==> src/rtl/spi_config_ctrl_pkg.sv <==
// spi_config_pkg: shared types and constants for the SPI configuration
// controller.
//   state_e        - frame FSM states
//   FRAME_BITS     - bits in one complete write frame
//   ADDR_*         - register map of the configuration registers
//   frame_is_write - helper that extracts the R/W flag of a frame
package spi_config_pkg;

  typedef enum logic [1:0] {
    ST_IDLE   = 2'd0,
    ST_SHIFT  = 2'd1,
    ST_COMMIT = 2'd2
  } state_e;

  localparam int FRAME_BITS = 16;

  localparam logic [6:0] ADDR_EN_OUT_LO = 7'd0;
  localparam logic [6:0] ADDR_EN_OUT_HI = 7'd1;
  localparam logic [6:0] ADDR_EN_PWM_LO = 7'd2;
  localparam logic [6:0] ADDR_EN_PWM_HI = 7'd3;
  localparam logic [6:0] ADDR_DUTY      = 7'd4;

  // Bit 15 of a frame set means the controller wants a register write.
  function automatic logic frame_is_write(input logic [FRAME_BITS-1:0] frame);
    return frame[FRAME_BITS-1];
  endfunction

endpackage

==> src/rtl/spi_config_ctrl_if.sv <==
// spi_config_ctrl_if: the three SPI pins between an off-chip controller
// and the configuration block.
//   sclk - SPI clock (mode 0), copi - serial data MSB first,
//   ncs  - active-low chip select
//   master modport drives the pins, slave modport receives them.
interface spi_config_ctrl_if;
  logic sclk;
  logic copi;
  logic ncs;

  modport master (output sclk, output copi, output ncs);
  modport slave  (input  sclk, input  copi, input  ncs);
endinterface

==> src/rtl/spi_config_ctrl_sync_ff.sv <==
// sync_ff: multi-stage synchronizer bringing an asynchronous input into
// the clk domain.
//   clk, rst_n - system clock, synchronous active-low reset
//   d          - asynchronous input
//   q          - output of the last synchronizer stage
// RST_VAL is the value every stage takes in reset, so idle-high pins
// (chip select) do not create a spurious edge when reset releases.
module sync_ff #(
  parameter int               WIDTH   = 1,
  parameter int               STAGES  = 2,
  parameter logic [WIDTH-1:0] RST_VAL = {WIDTH{1'b0}}
) (
  input  logic             clk,
  input  logic             rst_n,
  input  logic [WIDTH-1:0] d,
  output logic [WIDTH-1:0] q
);

  logic [WIDTH-1:0] stage_r [STAGES];

  // Flop chain: stage 0 samples the pin, later stages resolve metastability.
  always_ff @(posedge clk) begin
    if (!rst_n) begin
      for (int i = 0; i < STAGES; i++) begin
        stage_r[i] <= RST_VAL;
      end
    end else begin
      stage_r[0] <= d;
      for (int i = 1; i < STAGES; i++) begin
        stage_r[i] <= stage_r[i-1];
      end
    end
  end

  assign q = stage_r[STAGES-1];

endmodule

==> src/rtl/spi_config_ctrl.sv <==
// spi_config_ctrl: receives 16-bit SPI write frames and commits them to
// five 8-bit configuration registers feeding the PWM peripheral.
//   clk, rst_n        - system clock, synchronous active-low reset
//   spi               - SPI pins (slave modport): sclk, copi, ncs
//   en_reg_out_7_0    - register 0x00     en_reg_out_15_8 - register 0x01
//   en_reg_pwm_7_0    - register 0x02     en_reg_pwm_15_8 - register 0x03
//   pwm_duty_cycle    - register 0x04
//   cfg_wr            - one-cycle pulse on every register commit
//   frame_err         - one-cycle pulse when a frame has the wrong length
module spi_config_ctrl
  import spi_config_pkg::*;
#(
  parameter int SYNC_STAGES = 2,
  parameter int MAX_ADDR    = 4
) (
  input  logic                 clk,
  input  logic                 rst_n,
  spi_config_ctrl_if.slave     spi,
  output logic [7:0]           en_reg_out_7_0,
  output logic [7:0]           en_reg_out_15_8,
  output logic [7:0]           en_reg_pwm_7_0,
  output logic [7:0]           en_reg_pwm_15_8,
  output logic [7:0]           pwm_duty_cycle,
  output logic                 cfg_wr,
  output logic                 frame_err
);

  localparam logic [6:0] MAX_ADDR_L  = 7'(MAX_ADDR);
  localparam logic [4:0] CNT_FULL    = 5'(FRAME_BITS);
  // Saturating one past a full frame keeps any over-long frame distinct
  // from a valid one without letting the counter wrap back to 16.
  localparam logic [4:0] CNT_SAT     = 5'(FRAME_BITS + 1);

  logic sclk_sync_s;
  logic copi_sync_s;
  logic ncs_sync_s;
  logic sclk_hist_r;
  logic ncs_hist_r;
  logic sclk_rise_s;
  logic ncs_rise_s;
  logic ncs_fall_s;

  state_e                  state_r;
  logic [FRAME_BITS-1:0]   shift_r;
  logic [4:0]              cnt_r;
  logic [6:0]              addr_s;
  logic [7:0]              data_s;

  sync_ff #(.WIDTH(1), .STAGES(SYNC_STAGES), .RST_VAL(1'b0)) u_sync_sclk (
    .clk   (clk),
    .rst_n (rst_n),
    .d     (spi.sclk),
    .q     (sclk_sync_s)
  );

  sync_ff #(.WIDTH(1), .STAGES(SYNC_STAGES), .RST_VAL(1'b0)) u_sync_copi (
    .clk   (clk),
    .rst_n (rst_n),
    .d     (spi.copi),
    .q     (copi_sync_s)
  );

  sync_ff #(.WIDTH(1), .STAGES(SYNC_STAGES), .RST_VAL(1'b1)) u_sync_ncs (
    .clk   (clk),
    .rst_n (rst_n),
    .d     (spi.ncs),
    .q     (ncs_sync_s)
  );

  // History flops: one extra stage behind each synchronizer for edge detect.
  always_ff @(posedge clk) begin
    if (!rst_n) begin
      sclk_hist_r <= 1'b0;
      ncs_hist_r  <= 1'b1;
    end else begin
      sclk_hist_r <= sclk_sync_s;
      ncs_hist_r  <= ncs_sync_s;
    end
  end

  assign sclk_rise_s = sclk_sync_s & ~sclk_hist_r;
  assign ncs_rise_s  = ncs_sync_s & ~ncs_hist_r;
  assign ncs_fall_s  = ~ncs_sync_s & ncs_hist_r;

  assign addr_s = shift_r[14:8];
  assign data_s = shift_r[7:0];

  // Frame FSM, frame decode and register file with registered strobes.
  always_ff @(posedge clk) begin
    if (!rst_n) begin
      state_r         <= ST_IDLE;
      shift_r         <= {FRAME_BITS{1'b0}};
      cnt_r           <= 5'd0;
      en_reg_out_7_0  <= 8'h00;
      en_reg_out_15_8 <= 8'h00;
      en_reg_pwm_7_0  <= 8'h00;
      en_reg_pwm_15_8 <= 8'h00;
      pwm_duty_cycle  <= 8'h00;
      cfg_wr          <= 1'b0;
      frame_err       <= 1'b0;
    end else begin
      cfg_wr    <= 1'b0;
      frame_err <= 1'b0;
      case (state_r)
        ST_IDLE: begin
          // sclk edges seen here belong to no frame and are dropped.
          if (ncs_fall_s) begin
            shift_r <= {FRAME_BITS{1'b0}};
            cnt_r   <= 5'd0;
            state_r <= ST_SHIFT;
          end
        end
        ST_SHIFT: begin
          // Deselect takes priority over a coincident clock edge.
          if (ncs_rise_s) begin
            state_r <= ST_COMMIT;
          end else if (sclk_rise_s) begin
            shift_r <= {shift_r[FRAME_BITS-2:0], copi_sync_s};
            if (cnt_r != CNT_SAT) begin
              cnt_r <= cnt_r + 5'd1;
            end
          end
        end
        ST_COMMIT: begin
          state_r <= ST_IDLE;
          if (cnt_r == CNT_FULL) begin
            // Reads and out-of-range writes are dropped without a strobe.
            if (frame_is_write(shift_r) && (addr_s <= MAX_ADDR_L)) begin
              cfg_wr <= 1'b1;
              case (addr_s)
                ADDR_EN_OUT_LO: en_reg_out_7_0  <= data_s;
                ADDR_EN_OUT_HI: en_reg_out_15_8 <= data_s;
                ADDR_EN_PWM_LO: en_reg_pwm_7_0  <= data_s;
                ADDR_EN_PWM_HI: en_reg_pwm_15_8 <= data_s;
                ADDR_DUTY:      pwm_duty_cycle  <= data_s;
                default:        ;
              endcase
            end
          end else begin
            frame_err <= 1'b1;
          end
        end
        default: state_r <= ST_IDLE;
      endcase
    end
  end

endmodule

==> src/flat_wrapper.sv <==
// flat-port wrapper written by rule: the top's interface ports become plain ports
module spi_config_ctrl_flat import spi_config_pkg::*;
#(
  parameter int SYNC_STAGES = 2,
  parameter int MAX_ADDR    = 4
)
  (clk, rst_n, en_reg_out_7_0, en_reg_out_15_8, en_reg_pwm_7_0, en_reg_pwm_15_8, pwm_duty_cycle, cfg_wr, frame_err, spi_sclk, spi_copi, spi_ncs);
  spi_config_ctrl_if spi_i ();
  input  logic clk;
  input  logic rst_n;
  output logic [7:0] en_reg_out_7_0;
  output logic [7:0] en_reg_out_15_8;
  output logic [7:0] en_reg_pwm_7_0;
  output logic [7:0] en_reg_pwm_15_8;
  output logic [7:0] pwm_duty_cycle;
  output logic cfg_wr;
  output logic frame_err;
  input wire logic [$bits(spi_i.sclk)-1:0] spi_sclk;
  input wire logic [$bits(spi_i.copi)-1:0] spi_copi;
  input wire logic [$bits(spi_i.ncs)-1:0] spi_ncs;
  assign spi_i.sclk = spi_sclk;
  assign spi_i.copi = spi_copi;
  assign spi_i.ncs = spi_ncs;
  spi_config_ctrl #(.SYNC_STAGES(SYNC_STAGES), .MAX_ADDR(MAX_ADDR)) u_core (.clk(clk), .rst_n(rst_n), .spi(spi_i), .en_reg_out_7_0(en_reg_out_7_0), .en_reg_out_15_8(en_reg_out_15_8), .en_reg_pwm_7_0(en_reg_pwm_7_0), .en_reg_pwm_15_8(en_reg_pwm_15_8), .pwm_duty_cycle(pwm_duty_cycle), .cfg_wr(cfg_wr), .frame_err(frame_err));
endmodule
==> config.mk <==
export PLATFORM = sky130hd
export DESIGN_NAME = spi_config_ctrl_flat
export DESIGN_NICKNAME = d
export VERILOG_FILES = /design/src/rtl/spi_config_ctrl_pkg.sv /design/src/rtl/spi_config_ctrl_if.sv /design/src/rtl/spi_config_ctrl_sync_ff.sv /design/src/rtl/spi_config_ctrl.sv /design/src/flat_wrapper.sv
export SDC_FILE = /design/constraint.sdc
export NUM_CORES = 1
export LEC_CHECK = 0
export BUFFER_PORTS_ARGS = -buffer_cell sky130_fd_sc_hd__buf_2
export CORE_MARGIN = 10
export CORE_UTILIZATION = 41
export CTS_CLUSTER_SIZE = 16
export DETAILED_ROUTE_END_ITERATION = 10
export SLEW_MARGIN = 20
export SYNTH_ARGS = -nofsm -noshare
export SYNTH_HDL_FRONTEND = slang
export SYNTH_SLANG_ARGS = --single-unit
==> constraint.sdc <==
create_clock -name clk -period 4.2 [get_ports clk]
set_clock_uncertainty 0.1 [all_clocks]
set_input_delay 0.21 -clock clk [delete_from_list [all_inputs] [get_ports clk]]
set_output_delay 0.21 -clock clk [all_outputs]
set_load 0.02 [all_outputs]
# == Word-level counts from Yosys, hierarchy flattened ==
# Memories as Yosys holds them, arrays and structs flattened.
# Index checks and enable logic that the tools add are counted.
# word_totals
output_inout_bits,42
latch_bits,0
ff_bits,67
romBits,0
mem_bits_rw,6
memories,3
elab_cells,78
# mem_list
name,depth,width,read_ports,rd_ports_with_merged_regs,write_ports,line,text
u_core.u_sync_copi.stage_r,2,1,2,0,2,spi_config_ctrl_sync_ff.sv:19,logic [WIDTH-1:0] stage_r [STAGES];
u_core.u_sync_ncs.stage_r,2,1,2,0,2,spi_config_ctrl_sync_ff.sv:19,
u_core.u_sync_sclk.stage_r,2,1,2,0,2,spi_config_ctrl_sync_ff.sv:19,
# classes
n_addsub,1
n_bitwise,12
n_lt_le_gt_ge,1
eq_ne,13
reduce_logical,14
n_mul,0
n_div,0
n_shift,0
mux,22
# op_table
cell,count
$mux 16,3
$pmux 16 s2,1
$reduce_and 4->1,6
$mux 5,4
$eq 7x2->1 const B,2
$mux 1,10
$pmux 5 s2,1
$ne 2x1->1 const B,4
$eq 7x1->1 const B,1
$eq 7x3->1 const B,1
$le 7x3->1 const B,1
$logic_not 7->1,1
$or 1x1->1,6
$add 5x1->5 const B,1
$eq 5x5->1 const B,1
$ne 5x5->1 const B,1
$reduce_and 5->1,1
$mux 2,2
$pmux 2 s2,1
$reduce_and 2->1,2
$and 1x1->1,3
$not 1->1,3
$reduce_and 3->1,1
$eq 2x1->1 const B,1
other kinds (5),5

# == Longest topological paths before layout ==
# Gate-level depths: netlist of the first run.
# depth
word_depth,5
mapped_depth,7
ltp_nobuf,6

# == Cells and area by module ==
# A second synthesis of the first run with hierarchy kept.
# hier_totals
cells_unflattened,288
area_unflattened_um2,2841.5
# by_module_without_submodules
mod,seq_area_each_um2,cells_per_inst,area_each_um2,instances
spi_config_ctrl,1341.3,276,2683.8,1
sync_ff,40.0,4,52.6,3

# == Least setup slack after synthesis of the first run ==
# No wires, ideal clock.
# synth_timing
path_kind,reg-to-reg
startpoint,reg u_core.shift_r[11]
endpoint,reg u_core.en_reg_pwm_15_8[0]
path_slack_ns,2.329
setup_time_ns,0.072
stages_incl_launch_ff,6
arrival_ns,1.699
path_cell_list,dfxtp_1 or4b_4 nor4_4 and3_1 buf_6 mux2i_1
# synth_via
elab_chain_len,3
elab_cells_between_ends,4
cone_classes,1 x order compare; 1 x eq/ne; 2 x reduce/logical
# synth_rtl
element,line,text
"start, declared",spi_config_ctrl.sv:44,logic [FRAME_BITS-1:0] shift_r;
"start signal, assigned",spi_config_ctrl.sv:92,shift_r <= {FRAME_BITS{1'b0}};
"start signal, assigned",spi_config_ctrl.sv:108,shift_r <= {FRAME_BITS{1'b0}};
"start signal, assigned",spi_config_ctrl.sv:118,"shift_r <= {shift_r[FRAME_BITS-2:0], copi_sync_s};"
$le 7x3->1,spi_config_ctrl.sv:128,if (frame_is_write(shift_r) && (addr_s <= MAX_ADDR_L)) begin
$logic_and 1x1->1,spi_config_ctrl.sv:128,
$reduce_and 4->1 (no line) (*),-,
"end signal, assigned",spi_config_ctrl.sv:134,ADDR_EN_PWM_HI: en_reg_pwm_15_8 <= data_s;
"end, declared",spi_config_ctrl.sv:22,"output logic [7:0] en_reg_pwm_15_8,"
# Every way passes the cells marked *; elsewhere a longest branch is shown, timed or not.
# A chain may end at the register's enable or synchronous reset.

# == Worst setup path after layout of the first run ==
# layout_timing
startpoint,reg u_core.shift_r[11]
endpoint,reg u_core.en_reg_pwm_15_8[6]
# Same word-level chain as after synthesis.

==> results.yml, run 1 <==
grt:
  gr-usage-all-layers: 0.120
  wire_length_of_the_first_global_routing_pass_mm: 9.73
  grt_max_degree: 50
  number_of_antenna_violations_at_the_first_check_in_global_routing: 0
  first_global_vias: 1989
  grt-ovfl-total: 0
placement:
  place.port_buffers: 46
  dp_hpwl_mm: 4.03
  place_congestion: 0.721
  placed_cell_area_sq_um: 3050
timing:
  final-hold-violation-count: 0
  final_cycle_share: 0.525
  timing.fmax_mhz: 453
  worst_pin_slew_ps: 831
  finalSetupViolations: 0
  slew_headroom: 0.446
  layout_min_cycle_time_ps: 2210
  finalMaxSlewViolations: 0
  setup_total_negative_slack_ps: 0
  unrepaired_setup_endpoints_after_global_routing: "false"
hold_path:
  worstHoldStart: "u_core.u_sync_ncs.stage_r[0][0]"
  holdPathStages: 1
  timing.hold.worst.class: "reg2reg"
  worstHoldEndpoint: "u_core.u_sync_ncs.stage_r[0][1]"
clock_tree:
  total_clock_sinks: 73
  cts_made_buffers: 9
  postCtsResizedCells: 0
  cts.path.max_buffers: 2
  clock_latency_ps: 340
  cts_setup_buffers: 0
  post_cts_hold_buffer_count: 3
  clkTransAtPathRegs_ps: 70
  clockRootBuffer: "sky130_fd_sc_hd__clkbuf_8"
  h-tree-depth: 3
  tritoncts_clock_tree: "built"
synthesis:
  post_synth_inst_count: 270
  yosysMostFrequentCell: "sky130_fd_sc_hd__dfxtp_1"
  yosysWarningCount: 0
  number_of_flops_mapped_to_enable_cells_by_yosys: 0
  synth.lib_cells_used.distinct: 34
  register_area_share_after_synthesis: 0.525
  synth_top_area_share: 0.525
  synth_largest_area_cell: "sky130_fd_sc_hd__dfxtp_1"
  synthFlopType: "sky130_fd_sc_hd__dfxtp_1"
  synth_top_cells_by_count: "sky130_fd_sc_hd__dfxtp_1, sky130_fd_sc_hd__mux2i_1, sky130_fd_sc_hd__nand2_1, sky130_fd_sc_hd__nor2_1, sky130_fd_sc_hd__clkbuf_1"
  synth_area_leaders: "sky130_fd_sc_hd__dfxtp_1, sky130_fd_sc_hd__mux2i_1, sky130_fd_sc_hd__nand2_1"
  ys_ff_latch: 73
  async_reset_ff_frac: 0
  synth_fp_nets: 278
  syn_avg_cell_area_sq_um: 10.3
  syn-cell-area_sq_um: 2780
route:
  viasPerCell: 4.93
  remaining_drc_errors: 0
  drt_iter0_drc: 65
  final_antenna_net_count: 0
  postRouteWirelength_mm: 5.81
  drt_pass1_iterations: 4
  wl_per_cell_microns: 14.6
  detailroute.via_count: 1963
pwr:
  netSwitchingPower_mw: 0.263
  p_clk_frac: 0.396
  power_frac_seq: 0.577
  power.density_nw_per_um2: 372
  power.static_leakage_nw: 1.57
  design_power_mw: 1.21
  combinational_fraction_of_design_power: 0.027
  cell_internal_pwr_mw: 0.945
  power.switching_fraction: 0.218
  peakVddDrop_v: 0.000215
floorplan:
  die_area_sq_um: 10500
  core_sq_um: 6460
  rows: 29
  initial_cell_density_of_the_core: 0.431
  floorplan.die.width_microns: 102
  floorplan.die.height_microns: 102
  ios: 47
final_layout:
  sequential_cell_area_sq_um: 1460
  antennaDiodeCount: 0
  final_net_count: 326
  multi_input_area_sq_um: 1240
  post_route_cells_drive_above_1_share: 0.221
  postLayoutCellArea_sq_um: 3250
  final_core_util: 0.504
  num-fill-cells: 612
  area_delta_synth_final_pct: 16.9
setup_path:
  worst-r2r-cell-count: 4
  required_ps: 4370
  timing_worst_setup_path_type: "reg2reg"
  r2r-end: "u_core.en_reg_pwm_15_8[6]"
  setup.worst_path.start_class: "register"
  timing.critical_path.arrival_ps: 2370
  timing.critical_path.fanout_max: 8
  critPathCaptureType: "register"
  rr_startpoint: "u_core.shift_r[11]"
  setup_slack_of_the_worst_register_to_register_path_ps: 1990
outcome:
  outcome: "finished clean"
flow_run:
  max_cap_violations: 0
==> how the worst max path moves through the flow <==
| stage | start | to | slack [ps] | cells past startpoint |
|---|---|---|---|---|
| final | u_core.shift_r[11] | u_core.en_reg_pwm_15_8[6] | 1990 | 4 |
| after global routing | u_core.cnt_r[0] | u_core.en_reg_pwm_15_8[1] | 1830 | 6 |
| after CTS | u_core.shift_r[11] | u_core.en_reg_pwm_15_8[1] | 2000 | 4 |
| after detailed placement | u_core.shift_r[11] | u_core.en_reg_pwm_15_8[7] | 2020 | 4 |
| after global placement | u_core.cnt_r[0] | u_core.en_reg_pwm_7_0[0] | 2040 | 6 |
| after floorplan | u_core.shift_r[11] | u_core.en_reg_pwm_15_8[0] | 2330 | 5 |
==> metal layers <==
layer  vias up  GRT usage  part of all wire
li1        999          -                 -
met4         0     0.0390             0.011
met3         7     0.0580             0.050
met5         -          0                 0
met2        36      0.187              0.46
met1       921      0.141              0.48
==> registers in the layout, indices dropped and copies added, names as in the netlist, 2 cells and up <==
signal                      count
u_core.shift_r                 16
u_core.en_reg_out_15_8          8
u_core.en_reg_out_7_0           8
u_core.en_reg_pwm_15_8          8
u_core.en_reg_pwm_7_0           8
u_core.pwm_duty_cycle           8
u_core.cnt_r                    5
u_core.state_r                  2
u_core.u_sync_copi.stage_r      2
u_core.u_sync_ncs.stage_r       2
u_core.u_sync_sclk.stage_r      2
==> cell families (layout without fill, tap and decap cells) <==
logic type / Yosys count / in the layout / share of synthesized area
AND/OR/NAND/NOR: 109 / 109 / 0.204
flip-flops: 73 / 73 / 0.525
multiplexers: 56 / 56 / 0.201
buffers and inverters: 18 / 69 / 0.0333
AO/OA/AOI/OAI: 11 / 11 / 0.0229
adder cells (fa/ha/maj): 3 / 3 / 0.0135
==> area by class of cell <==
type,instances,area share
Multi-Input combinational cell,179,0.380
Clock buffer,11,0.0465
Clock inverter,3,0.00538
Inverter,4,0.00462
Sequential cell,73,0.449
Tap cell,77,0.0296
Timing Repair Buffer,51,0.0846
==> critical path, stage by stage (launching register included) <==
cell                      delay, ps
sky130_fd_sc_hd__dfxtp_1        320
sky130_fd_sc_hd__or4b_4         570
sky130_fd_sc_hd__nor4_4         360
sky130_fd_sc_hd__and3_1         540
sky130_fd_sc_hd__mux2i_1        240
==> metrics by stage <==
step / hold WS [ps] / setup WS (ps) / std cells
finish: 307 / 1990 / 398
detailed placement: 292 / 2020 / 381
global placement: 294 / 2040 / 381
floorplan: 211 / 2330 / 270
CTS: 309 / 2000 / 398
global route: 345 / 1830 / 398
==> cells in the final DEF (no fill, tap or decap), types with 4 or more instances in the layout <==
cell / synthesis / layout
sky130_fd_sc_hd__mux2i_1: 56 / 56
sky130_fd_sc_hd__a21oi_1: 4 / 4
sky130_fd_sc_hd__inv_1: 4 / 4
sky130_fd_sc_hd__clkbuf_8: 0 / 11
sky130_fd_sc_hd__o21ai_0: 4 / 4
sky130_fd_sc_hd__dfxtp_1: 73 / 73
sky130_fd_sc_hd__buf_2: 2 / 46
sky130_fd_sc_hd__nand2b_1: 6 / 6
sky130_fd_sc_hd__nor2_1: 17 / 17
sky130_fd_sc_hd__nand2_1: 54 / 54
sky130_fd_sc_hd__nand3_1: 4 / 4
sky130_fd_sc_hd__and2_1: 5 / 5
==> power by group through the flow <==
stage	Combinational (mW)	Clock, mW	Sequential (mW)
6_report	0.0327	0.478	0.698
5_1_grt	0.0368	0.526	0.698
4_1_cts	0.0330	0.499	0.698
3_5_place_dp	0.0309	0	0.714
3_3_place_gp	0.0309	0	0.714
2_1_floorplan	0.0239	0	0.713
No activity file was read; power rests on OpenSTA's default activity.
==> run 2, diff against run 1 <==
==> constraint.sdc (replaced) <==
create_clock -name clk -period 2.2 [get_ports clk]
set_clock_uncertainty 0.1 [all_clocks]
set_input_delay 0.11 -clock clk [delete_from_list [all_inputs] [get_ports clk]]
set_output_delay 0.11 -clock clk [all_outputs]
set_load 0.02 [all_outputs]
==> results.yml, run 2 (same netlist as run 1, synthesis figures left out) <==
grt:
  grt.met3_usage: 0.0493
  grt.met2_usage: 0.181
  number_of_antenna_violations_at_the_first_check_in_global_routing: 0
  grt_most_used_layer: "met2"
  met1_usage: 0.156
  grt-ovfl-total: 0
  gr-usage-all-layers: 0.120
  first_global_vias: 1909
  grt_max_degree: 36
  wire_length_of_the_first_global_routing_pass_mm: 9.86
clock_tree:
  h-tree-depth: 3
  clockRootBuffer: "sky130_fd_sc_hd__clkbuf_8"
  cts.path.max_buffers: 2
  clock_latency_ps: 340
  clkTransAtPathRegs_ps: 70
  cts_made_buffers: 9
  cts_setup_buffers: 0
  tritoncts_clock_tree: "built"
  total_clock_sinks: 73
timing:
  worst_pin_slew_ps: 663
  setup_total_negative_slack_ps: 0
  layout_min_cycle_time_ps: 2000
  finalSetupViolations: 0
  slew_headroom: 0.558
  final-hold-violation-count: 0
  unrepaired_setup_endpoints_after_global_routing: "false"
  final_cycle_share: 0.907
  timing.fmax_mhz: 501
  finalMaxSlewViolations: 0
final_layout:
  post_route_cells_drive_above_1_share: 0.242
  multi_input_area_sq_um: 1240
  postLayoutCellArea_sq_um: 3400
  sequential_cell_area_sq_um: 1460
  area_delta_synth_final_pct: 22.1
  most-common-layout-cells: "sky130_fd_sc_hd__dfxtp_1, sky130_fd_sc_hd__mux2i_1, sky130_fd_sc_hd__nand2_1"
  flip_flop_count_of_the_largest_register_all_copies_and_words_added: 16
  largest_register_by_flop_count: "u_core.shift_r"
  layout_commonest_cell: "sky130_fd_sc_hd__dfxtp_1"
  final_core_util: 0.526
  antennaDiodeCount: 0
  num-fill-cells: 596
  final_net_count: 334
setup_path:
  setup_slack_of_the_worst_register_to_register_path_ps: 200
  critical-path-slowest-cell: "sky130_fd_sc_hd__or4b_4"
  setup.worst_path.start_class: "register"
  required_ps: 2370
  critical_path_cell_count: 5
  crit_path_cell_trace: "or4b_4, nor4_4, and3_1, buf_12, mux2i_1"
  timing_worst_setup_path_type: "reg2reg"
  cpPeakStageDelay_ps: 570
  cpLargestDelayFamily: "simple AND/OR/NAND/NOR gates"
  r2r-end: "u_core.en_reg_pwm_15_8[4]"
  timing.critical_path.fanout_max: 8
  worst-path-buf-inv: 1
  worst-r2r-cell-count: 5
  worstSetupEndpoint: "u_core.en_reg_pwm_15_8[4]"
  critPathCaptureType: "register"
  critPathLaunch: "u_core.shift_r[11]"
  rr_startpoint: "u_core.shift_r[11]"
  timing.critical_path.arrival_ps: 2160
floorplan:
  floorplan.die.height_microns: 102
  die_area_sq_um: 10500
  rows: 29
  floorplan.die.width_microns: 102
  core_sq_um: 6460
  ios: 47
  initial_cell_density_of_the_core: 0.431
placement:
  dp_hpwl_mm: 4.17
  place.port_buffers: 46
  placed_cell_area_sq_um: 3130
  place_congestion: 0.767
flow_run:
  max_cap_violations: 0
route:
  drt_iter0_drc: 60
  wl_per_cell_microns: 14.9
  drt_pass1_iterations: 4
  remaining_drc_errors: 0
  final_antenna_net_count: 0
  postRouteWirelength_mm: 6.05
  viasPerCell: 4.87
  detailroute.via_count: 1983
outcome:
  outcome: "finished clean"
pwr:
  design_power_mw: 2.67
  power.static_leakage_nw: 1.65
  power.density_nw_per_um2: 785
  peakVddDrop_v: 0.000547
hold_path:
  timing.hold.worst.class: "in2reg"
run 2: changes by cell type in the layout (fill, tap and decap cells not counted), sizes merged:
| cell | delta |
|---|---|
| bufinv | +3 |
| buf | +8 |
| clkbuf | -1 |
| clkinvlp | -1 |
run 2: worst min-delay path by stage:
stage / slack, ps / to / cells after the start / start
floorplan: 110 / u_core.u_sync_ncs.stage_r[0][0] / 1 / spi_ncs
global placement: 190 / u_core.u_sync_ncs.stage_r[0][0] / 2 / spi_ncs
detailed placement: 190 / u_core.u_sync_ncs.stage_r[0][0] / 2 / spi_ncs
CTS: 150 / u_core.ncs_hist_r / 2 / rst_n
global route: 180 / u_core.ncs_hist_r / 2 / rst_n
finish: 150 / u_core.ncs_hist_r / 2 / rst_n
run 2: where the power goes:
part / total (mW) / switching (mW) / internal (mW)
Combinational: 0.0702 / 0.0421 / 0.0281
Clock: 1.27 / 0.488 / 0.778
Sequential: 1.33 / 0.00419 / 1.33
run 2: metrics by stage:
step / setup slack, ps / hold WS [ps] / cells
2_1_floorplan: 329 / 111 / 270
3_3_place_gp: 243 / 190 / 389
3_5_place_dp: 198 / 194 / 389
4_1_cts: 200 / 147 / 407
5_1_grt: 19.2 / 180 / 407
6_report: 204 / 153 / 407
run 2: worst reg2reg max path, stage by stage, from the launching register on:
cell and delay (ps):
sky130_fd_sc_hd__dfxtp_1 330, sky130_fd_sc_hd__or4b_4 570, sky130_fd_sc_hd__nor4_4 350, sky130_fd_sc_hd__and3_1 250, sky130_fd_sc_hd__buf_12 140, sky130_fd_sc_hd__mux2i_1 180
run 2: repair_timing:
action / in CTS / in global routing
hold buffers: 3 / 0
resized for setup: 0 / 0
hold endpoints to repair: 3 / 0
run 2: area by class of cell:
cell class	instances	share of cell area
Tap cell	77	0.0284
Clock buffer	10	0.0405
Timing Repair Buffer	59	0.102
Inverter	4	0.00442
Sequential cell	73	0.430
Clock inverter	5	0.0306
Multi-Input combinational cell	179	0.364
run 2: routing by layer:
| layer | vias up | wire [microns] |
|---|---|---|
| li1 | 1017 | - |
| met1 | 925 | 3000 |
| met2 | 35 | 2710 |
| met3 | 6 | 281 |
| met4 | 0 | 62 |
| met5 | - | 0 |
==> run 3, diff against run 2 <==
--- a/config.mk
+++ b/config.mk
@@ -7,9 +7,10 @@
 export LEC_CHECK = 0
 export BUFFER_PORTS_ARGS = -buffer_cell sky130_fd_sc_hd__buf_2
 export CORE_MARGIN = 10
-export CORE_UTILIZATION = 41
+export CORE_UTILIZATION = 50
 export CTS_CLUSTER_SIZE = 16
 export DETAILED_ROUTE_END_ITERATION = 10
+export PLACE_DENSITY = 0.72
 export SLEW_MARGIN = 20
 export SYNTH_ARGS = -nofsm -noshare
 export SYNTH_HDL_FRONTEND = slang
==> constraint.sdc (replaced) <==
create_clock -name clk -period 2 [get_ports clk]
set_clock_uncertainty 0.1 [all_clocks]
set_input_delay 0.1 -clock clk [delete_from_list [all_inputs] [get_ports clk]]
set_output_delay 0.1 -clock clk [all_outputs]
set_load 0.02 [all_outputs]
==> results.yml, run 3 (same netlist as run 1, synthesis figures left out) <==
outcome:
  outcome: "finished clean"
setup_path:
  crit_path_cell_trace: "or3b_4, nor4_4, buf_4, nand3b_1, buf_6, mux2i_1"
  cpLargestDelayFamily: "simple AND/OR/NAND/NOR gates"
  timing_worst_setup_path_type: "reg2reg"
  timing.critical_path.arrival_ps: 2040
  critical-path-slowest-cell: "sky130_fd_sc_hd__or3b_4"
  timing.critical_path.fanout_max: 8
  worst-path-buf-inv: 2
  setup.worst_path.start_class: "register"
  required_ps: 2130
  critPathCaptureType: "register"
  cpPeakStageDelay_ps: 420
final_layout:
  area_delta_synth_final_pct: 23.6
  postLayoutCellArea_sq_um: 3440
  flip_flop_count_of_the_largest_register_all_copies_and_words_added: 16
  num-fill-cells: 467
  final_cell_count_no_fill: 407
  antennaDiodeCount: 0
  final_net_count: 338
  largest_register_by_flop_count: "u_core.shift_r"
  sequential_cell_area_sq_um: 1470
  multi_input_area_sq_um: 1260
  post_route_cells_drive_above_1_share: 0.266
  layout_commonest_cell: "sky130_fd_sc_hd__dfxtp_1"
  most-common-layout-cells: "sky130_fd_sc_hd__dfxtp_1, sky130_fd_sc_hd__mux2i_1, sky130_fd_sc_hd__nand2_1"
floorplan:
  floorplan.die.width_microns: 94.6
  die_area_sq_um: 8950
  rows: 27
  floorplan.die.height_microns: 94.6
  core_sq_um: 5440
  ios: 47
  initial_cell_density_of_the_core: 0.512
timing:
  finalSetupViolations: 0
  layout_min_cycle_time_ps: 1910
  hold_slack_final_ps: 141
  worst_pin_slew_ps: 473
  finalMaxSlewViolations: 0
  final_cycle_share: 0.953
  setup_total_negative_slack_ps: 0
  timing.fmax_mhz: 525
  final-hold-violation-count: 0
  slew_headroom: 0.685
pwr:
  power.static_leakage_nw: 1.67
  combinational_fraction_of_design_power: 0.028
  cell_internal_pwr_mw: 2.20
  netSwitchingPower_mw: 0.619
  power_frac_seq: 0.520
  p_clk_frac: 0.452
  peakVddDrop_v: 0.000616
  design_power_mw: 2.82
  power.switching_fraction: 0.219
  power.density_nw_per_um2: 820
clock_tree:
  clock_latency_ps: 350
  tritoncts_clock_tree: "built"
  total_clock_sinks: 73
  h-tree-depth: 3
  clockRootBuffer: "sky130_fd_sc_hd__clkbuf_8"
  cts.path.max_buffers: 2
  clkTransAtPathRegs_ps: 80
  cts_made_buffers: 9
placement:
  numPlacedInstances: 386
  dp_hpwl_mm: 4.14
  placed_cell_area_sq_um: 3150
  place_congestion: 0.725
  place.port_buffers: 46
route:
  drt_iter0_drc: 146
  remaining_drc_errors: 0
  wl_per_cell_microns: 14.6
  postRouteWirelength_mm: 5.96
  detailroute.via_count: 2076
  final_antenna_net_count: 0
  viasPerCell: 5.10
  drt_pass1_iterations: 4
grt:
  grt-ovfl-total: 0
  first_global_vias: 2078
  grt_max_degree: 29
  wire_length_of_the_first_global_routing_pass_mm: 9.91
  number_of_antenna_violations_at_the_first_check_in_global_routing: 0
  gr-usage-all-layers: 0.140
flow_run:
  max_cap_violations: 0
hold_path:
  timing.hold.worst.class: "in2reg"
run 3: changes by cell type in the layout (fill, tap and decap cells not counted), sizes merged:
cell      previous run  this run
inv                  4         5
bufinv               3         2
buf                 56        60
clkinvlp             0         1
run 3: worst paths after layout:
kind	start	endpoint	slack (ps)	cells after the start
setup / recovery	u_core.state_r[0]	u_core.en_reg_pwm_7_0[3]	90	6
hold / removal	rst_n	u_core.cnt_r[0]	140	3
setup reg to reg	u_core.state_r[0]	u_core.en_reg_pwm_7_0[3]	90	6
hold reg to reg	u_core.u_sync_ncs.stage_r[0][0]	u_core.u_sync_ncs.stage_r[0][1]	310	1
run 3: final cells by class:
class                           instances  share of cell area
Clock buffer                           10              0.0371
Tap cell                               72              0.0262
Clock inverter                          6              0.0262
Multi-Input combinational cell        179               0.366
Timing Repair Buffer                   63               0.115
Sequential cell                        73               0.426
Inverter                                4             0.00437
run 3: tightest hold or removal path: stages:
cell                      delay [ps]
sky130_fd_sc_hd__buf_2           250
sky130_fd_sc_hd__nand2_1         130
sky130_fd_sc_hd__mux2i_1          60
run 3: routing by layer:
layer	part of all wire	global-route usage	routed length (microns)	vias to the layer above
met5	0	0	0	-
met4	0.016	0.0636	95	0
met3	0.050	0.0523	297	9
met2	0.47	0.217	2780	41
met1	0.47	0.168	2790	997
li1	-	-	-	1029
run 3: per-stage QoR:
step / util / worst slack (ps)
final: 0.632 / 93.9
after global routing: 0.632 / -9.15
after CTS: 0.627 / 23.0
after detailed placement: 0.579 / -26.3
after global placement: 0.579 / 44.3
after floorplan: - / 129
run 3: power by group through the flow:
stage / clock (mW) / sequential (mW) / combinational (mW)
floorplan: 0 / 1.50 / 0.0501
global placement: 0 / 1.50 / 0.0751
detailed placement: 0 / 1.50 / 0.0756
CTS: 1.28 / 1.47 / 0.0805
global route: 1.34 / 1.47 / 0.0891
finish: 1.27 / 1.47 / 0.0802
run 3: what timing repair did:
action                                  CTS  global route
hold endpoints to repair                  3             0
resized for setup                         1             7
setup buffers                             2             0
hold buffers                              3             0
endpoints found under the setup margin    8            33
cloned                                    0             0
pin swaps                                 1             0
